**src/rtl/wb_pkg.sv**
```systemverilog
// Shared types and default widths for the writeback stage.
package wb_pkg;

   localparam int WB_DATA_W = 32;
   localparam int WB_REG_AW = 5;

   typedef enum logic [1:0] {
      WB_NONE = 2'd0,
      WB_ALU  = 2'd1,
      WB_MEM  = 2'd2
   } wb_src_e;

   typedef struct packed {
      logic [WB_REG_AW-1:0] rd;
      logic [WB_DATA_W-1:0] data;
   } wb_req_t;

endpackage

```
**src/rtl/wb_starve_counter.sv**
```systemverilog
// Saturating count of consecutive ALU denials; sat tells the arbiter to let the ALU win once.
module wb_starve_counter #(
   parameter int STARVE_MAX = 3
) (
   input  logic clk,
   input  logic rst_n,
   input  logic inc,
   input  logic clr,
   output logic sat
);

   logic [3:0] cnt_q;
   logic [3:0] cnt_d;

   assign sat = (cnt_q == 4'(STARVE_MAX));

   // Clear wins over increment; the count parks at STARVE_MAX.
   always_comb begin
      cnt_d = cnt_q;
      if (clr) begin
         cnt_d = '0;
      end else if (inc && !sat) begin
         cnt_d = cnt_q + 4'd1;
      end
   end

   always_ff @(posedge clk or negedge rst_n) begin
      if (!rst_n) begin
         cnt_q <= '0;
      end else begin
         cnt_q <= cnt_d;
      end
   end

endmodule

```
**src/rtl/wb_port_arbiter.sv**
```systemverilog
// Arbitrates the single register-file write port between the ALU and load writeback paths.
module wb_port_arbiter
   import wb_pkg::*;
#(
   parameter int DATA_W     = WB_DATA_W,
   parameter int REG_AW     = WB_REG_AW,
   parameter int STARVE_MAX = 3
) (
   input  logic              clk,
   input  logic              rst_n,
   input  logic              wb_enable,
   input  logic              alu_valid,
   input  logic [REG_AW-1:0] alu_rd,
   input  logic [DATA_W-1:0] alu_data,
   output logic              alu_ready,
   input  logic              mem_valid,
   input  logic [REG_AW-1:0] mem_rd,
   input  logic [DATA_W-1:0] mem_data,
   output logic              mem_ready,
   output logic              rf_we,
   output logic [REG_AW-1:0] rf_waddr,
   output logic [DATA_W-1:0] rf_wdata,
   output logic              fwd_valid,
   output logic [REG_AW-1:0] fwd_rd,
   output logic [DATA_W-1:0] fwd_data,
   output logic [1:0]        wb_src
);

   logic              starveSat;
   logic              starveInc;
   logic              starveClr;
   logic              grant;
   logic [REG_AW-1:0] selRd;
   logic [DATA_W-1:0] selData;

   logic              rf_we_q,    rf_we_d;
   logic [REG_AW-1:0] rf_waddr_q, rf_waddr_d;
   logic [DATA_W-1:0] rf_wdata_q, rf_wdata_d;
   wb_src_e           wb_src_q,   wb_src_d;

   // Loads win by default; a saturated starvation count hands one slot to the ALU.
   assign alu_ready = rst_n & wb_enable & alu_valid & (~mem_valid | starveSat);
   assign mem_ready = rst_n & wb_enable & mem_valid & ~(alu_valid & starveSat);
   assign grant     = alu_ready | mem_ready;

   assign starveInc = wb_enable & alu_valid & ~alu_ready;
   assign starveClr = ~alu_valid | alu_ready;

   wb_starve_counter #(
      .STARVE_MAX (STARVE_MAX)
   ) u_starve (
      .clk   (clk),
      .rst_n (rst_n),
      .inc   (starveInc),
      .clr   (starveClr),
      .sat   (starveSat)
   );

   assign selRd   = alu_ready ? alu_rd   : mem_rd;
   assign selData = alu_ready ? alu_data : mem_data;

   // Writes to x0 are accepted but never reach the register file.
   always_comb begin
      rf_we_d    = 1'b0;
      rf_waddr_d = rf_waddr_q;
      rf_wdata_d = rf_wdata_q;
      wb_src_d   = WB_NONE;
      if (grant && (selRd != '0)) begin
         rf_we_d    = 1'b1;
         rf_waddr_d = selRd;
         rf_wdata_d = selData;
         wb_src_d   = alu_ready ? WB_ALU : WB_MEM;
      end
   end

   always_ff @(posedge clk or negedge rst_n) begin
      if (!rst_n) begin
         rf_we_q    <= 1'b0;
         rf_waddr_q <= '0;
         rf_wdata_q <= '0;
         wb_src_q   <= WB_NONE;
      end else begin
         rf_we_q    <= rf_we_d;
         rf_waddr_q <= rf_waddr_d;
         rf_wdata_q <= rf_wdata_d;
         wb_src_q   <= wb_src_d;
      end
   end

   assign rf_we     = rf_we_q;
   assign rf_waddr  = rf_waddr_q;
   assign rf_wdata  = rf_wdata_q;
   assign wb_src    = wb_src_q;
   assign fwd_valid = rf_we_q;
   assign fwd_rd    = rf_waddr_q;
   assign fwd_data  = rf_wdata_q;

endmodule

```
**config.mk**
```make
export PLATFORM = sky130hd
export DESIGN_NAME = wb_port_arbiter
export DESIGN_NICKNAME = d
export VERILOG_FILES = /design/src/rtl/wb_pkg.sv /design/src/rtl/wb_starve_counter.sv /design/src/rtl/wb_port_arbiter.sv
export SDC_FILE = /design/constraint.sdc
export NUM_CORES = 1
export LEC_CHECK = 0
export ABC_AREA = 1
export CAP_MARGIN = 20
export CELL_PAD_IN_SITES_DETAIL_PLACEMENT = 1
export CELL_PAD_IN_SITES_GLOBAL_PLACEMENT = 2
export CORE_AREA = 8 8 125 127
export CTS_CLUSTER_SIZE = 28
export DETAILED_ROUTE_END_ITERATION = 8
export DIE_AREA = 0 0 133 135
export PLACE_DENSITY = 0.89
export SKIP_CTS_REPAIR_TIMING = 1
export SYNTH_ARGS = -nofsm -noshare
export SYNTH_HDL_FRONTEND = slang
export SYNTH_SLANG_ARGS = --single-unit
```
**constraint.sdc**
```tcl
create_clock -name clk -period 2.5 [get_ports clk]
set_input_delay 0.5 -clock clk [delete_from_list [all_inputs] [get_ports clk]]
set_output_delay 0.5 -clock clk [all_outputs]
set_load 0.01 [all_outputs]
```
After elaboration in Yosys (flattened, before gate mapping)
Index checks and enable logic that the tools add are counted.
Widths: inputs -> output; s select.
- add/sub/neg operators: 1
- equality and inequality tests: 1
- multiplexer cells: 7
- bitwise gates (word level): 15
- reductions and logical operators: 5
- operators with widths (cell ; count):
    $mux 32 ; 1
    $and 1x1->1 ; 8
    $mux 4 ; 2
    $mux 5 ; 1
    $reduce_bool 5->1 ; 1
    $add 4x1->4 const B ; 1
    $eq 4x2->1 const B ; 1
    $mux 2 ; 2
    $not 1->1 ; 4
    $or 1x1->1 ; 3
    $logic_and 1x1->1 ; 2
    $reduce_bool 2->1 ; 1
    $logic_not 1->1 ; 1
    $mux 1 ; 1
- register bits after elaboration: 44

Depth between registers and ports, before layout
Gate-level depths: netlist (run 1).
- word-level depth: 8
- gate-level depth with buffers: 13

Hierarchy
From an unflattened synthesis (run 1), not the netlist that was laid out.
- cells, all modules: 377
- area, all modules: 2751.4 µm²
- modules (own cells, without submodules) (module ; times used ; cells each ; area each (µm²) ; sequential area each (µm²)):
    wb_port_arbiter ; 1 ; 350 ; 2542.4 ; 1001.0
    wb_starve_counter ; 1 ; 27 ; 209.0 ; 100.1

Least setup slack after synthesis (run 1)
OpenSTA, ideal clock, no wires.
- kind: reg-to-output
- start point: register u_starve.cnt_q[0]
- end point: output port alu_ready
- arrival time: 1.299 ns
- data required time: 2.000 ns
- setup slack: 0.701 ns
- cell stages (with the launch flop): 8
- buffers on the path: 2
- cell sequence: dfrtp_1 > ha_1 > nand2_2 > nand2_4 > nand2_4 > buf_6 > clkinv_1 > buf_2
- longest elaborated chain between the ends: 3
- RTL lines (item ; RTL line ; text):
    from (decl) ; wb_starve_counter.sv:12 ; logic [3:0] cnt_q;
    from (signal assigned) ; wb_starve_counter.sv:31 ; cnt_q <= cnt_d;
    $eq 4x2->1 ; wb_starve_counter.sv:15 ; assign sat = (cnt_q == 4'(STARVE_MAX));
    $or 1x1->1 ; wb_port_arbiter.sv:42 ; assign alu_ready = rst_n & wb_enable & alu_valid & (~mem_valid | starveSat);
    $and 1x1->1 ; wb_port_arbiter.sv:42 ;
    to (decl) ; wb_port_arbiter.sv:15 ; output logic alu_ready,
Every way passes these cells.

Final worst setup path (run 1)
- start point: input port wb_enable
- end point: output port mem_ready
- longest elaborated chain between the ends: 3
- RTL lines (item ; RTL line ; text):
    from (decl) ; wb_port_arbiter.sv:11 ; input logic wb_enable,
    $and 1x1->1 (3 in a row) ; wb_port_arbiter.sv:43 ; assign mem_ready = rst_n & wb_enable & mem_valid & ~(alu_valid & starveSat);
    to (decl) ; wb_port_arbiter.sv:19 ; output logic mem_ready,
Every way passes these cells.

==> results.toml, run 1 <==
[outcome]
outcome = "completed"

[floorplan]
die_height_um = 135
rows = 43
initial_core_util = 0.198
design.core.area_um2 = 13600
ios = 159
fp.dieArea_um2 = 18000
die_width_um = 133

[synth]
ys_ff_latch = 44
seq_area_frac_synth = 0.409
synth_area_per_cell_um2 = 7.29
synthArstFlopShare = 1.00
synth_top_area_share = 0.409
synth_most_common_cell = "nand2_1"
synth.area.top_cells = "dfrtp_1 (41%), nand2_1 (26%), buf_4 (11%)"
ys.flop_type = "dfrtp_1"
synth_fp_nets = 449
syn-instance-count = 369
yosysUniqueCellTypes = 27
yosys.area.top_type = "dfrtp_1"
synth_commonest_cells = "nand2_1 (183), dfrtp_1 (44), buf_4 (38)"
synth-edff-count = 0
ys_warn_count = 0
syn_area_um2 = 2690

[critical_path]
startpoint = "wb_enable"
endpoint = "mem_ready"
arrival_ns = 1.91
r2r_cells = 12
path_class = "in -> out"
crit_fanout = 2
r2r_end = "fwd_data[31]"
cp-start-kind = "input pin"
cp-end-kind = "primary output"
rrSetupSlack_ns = 0.26
crit_required_ns = 2.00
r2r-start = "u_starve.cnt_q[0]"

[worst_hold_path]
hp-class = "in -> async"

[detailed_routing]
drcViolationCount = 0
wl_per_cell_um = 15.1
antenna_left = 0
vias = 2661
wirelength_mm = 10.1
drt_first_pass_iters = 4
via_per_inst = 3.98
drt_iter0_drc = 54

[layout]
fill_cells = 1656
instances_no_fill = 669
final_util = 0.320
syn_to_final_growth_pct = 61.9
n_antenna_cell = 0
final_net_count = 568
layout-drive-gt1-share = 0.0695

[sta]
setup_viol = 0
hold_violations = 0
post-route-period-util = 0.964
tightest_slew_ns = 0.588
rsz0062_at_grt = "false"
timing.fmax_ghz = 0.415
finClkSkew_ns = 0.00661
slew_violations = 0
min_period_ns = 2.41
setup_tns_ns = 0
max-slew-margin-rel = 0.608

[clocking]
clk_latency_ns = 0.28
cts.sinks = 44
root_buffer = "clkbuf_16"
numCtsBuffers = 5
cts_tree = "built"
htreeDepth = 2
clk_pin_slew_ns = 0.07
clock_path_buffers = 2

[power_and_ir_drop]
peakVddDrop_mv = 0.257
p_per_area_nw_per_um2 = 596
total_leakage_power_nw = 2.14

[global_route]
grt_start_max_net_pins = 45
grt_pass1_wl_mm = 15.8
grt_pass1_vias = 3030
grt_util_all_layers = 0.109
antenna_found_initial = 0
globalRouteOverflowTotal = 0

[place]
gp_congestion = 0.758
placed_cells = 661
dp_hpwl_mm = 8.15
io_buffers = 158

[job]
cap_violations = 0
-- stage by stage --
step | total power [W] | instance area [um^2] | setup slack, ns | hold slack [ns]
floorplan | 0.00134 | 2690 | 0.701 | 0.204
global placement | 0.00182 | 4170 | -0.123 | 0.485
detailed placement | 0.00185 | 4170 | -0.180 | 0.494
CTS | 0.00265 | 4350 | -0.00126 | 0.426
global route | 0.00275 | 4350 | 0.00723 | 0.432
finish | 0.00260 | 4350 | 0.0890 | 0.383
-- registers in the layout, summed over array words and instances (netlist names) --
register,count
fwd_data,32
fwd_rd,5
u_starve.cnt_q,4
wb_src,2
fwd_valid,1
-- worst max-delay path, cell delays in order --
cell and delay [ns]:
clkdlybuf4s50_1 0.51, nand2_1 0.12, inv_1 0.10, o211ai_1 0.09, inv_1 0.06, clkdlybuf4s50_1 0.53
-- cells by family (layout without fill, tap and decap cells) --
family,after synthesis,after routing,share of synthesized area
AND/OR/NAND/NOR,242,242,0.382
flip-flops,44,44,0.409
adder cells (fa/ha/maj),1,1,0.00465
AO/OA/AOI/OAI,6,6,0.0172
buffers and inverters,74,194,0.180
XOR/XNOR,2,2,0.00651
-- cell usage in the layout, fill, tap and decap left out, types with 3 or more instances in the layout --
cell type        instances
nand2_1                183
clkdlybuf4s50_1        156
dfrtp_1                 44
nand3_1                 37
inv_1                   14
buf_4                    6
nor2_1                   5
nand2_2                  5
clkbuf_16                5
nand2_4                  3
inv_2                    3
-- where the power goes --
group	internal, W	switching, W
combinational	0.000527	0.000367
clock	0.000501	0.000287
sequential	0.000818	0.0000955
-- how the worst min path moves through the flow --
stage | start | endpoint | slack [ns]
floorplan | rst_n | fwd_data[0] | 0.20
global placement | fwd_data[26] | fwd_data[26] | 0.48
detailed placement | fwd_data[4] | fwd_data[4] | 0.49
CTS | rst_n | fwd_data[2] | 0.43
global route | rst_n | fwd_data[18] | 0.43
finish | rst_n | fwd_data[0] | 0.38
-- final cells by class --
class	instances	area, um^2	area share
Clock buffer	6	139	0.0319
Tap cell	180	225	0.0517
Sequential cell	44	1100	0.253
Multi-Input combinational cell	251	1100	0.253
Timing Repair Buffer	167	1680	0.385
Clock inverter	2	38.8	0.00891
Inverter	19	71.3	0.0164
-- per-layer routing --
metal	wire (um)	up-vias	GRT usage
met2	5680	77	0.221
met1	3790	1246	0.108
li1	-	1330	-
met3	467	8	0.0238
met4	137	0	0.0297
met5	0	-	0
Note: power is estimated with default switching activity, not from simulation.
==> run 2: changes to the inputs <==
--- a/config.mk
+++ b/config.mk
@@ -15,6 +15,7 @@
 export DIE_AREA = 0 0 133 135
 export PLACE_DENSITY = 0.89
 export SKIP_CTS_REPAIR_TIMING = 1
+export SLEW_MARGIN = 10
 export SYNTH_ARGS = -nofsm -noshare
 export SYNTH_HDL_FRONTEND = slang
 export SYNTH_SLANG_ARGS = --single-unit
==> results of run 2 <==
Final layout, timing and power as in run 1 (identical DEF).
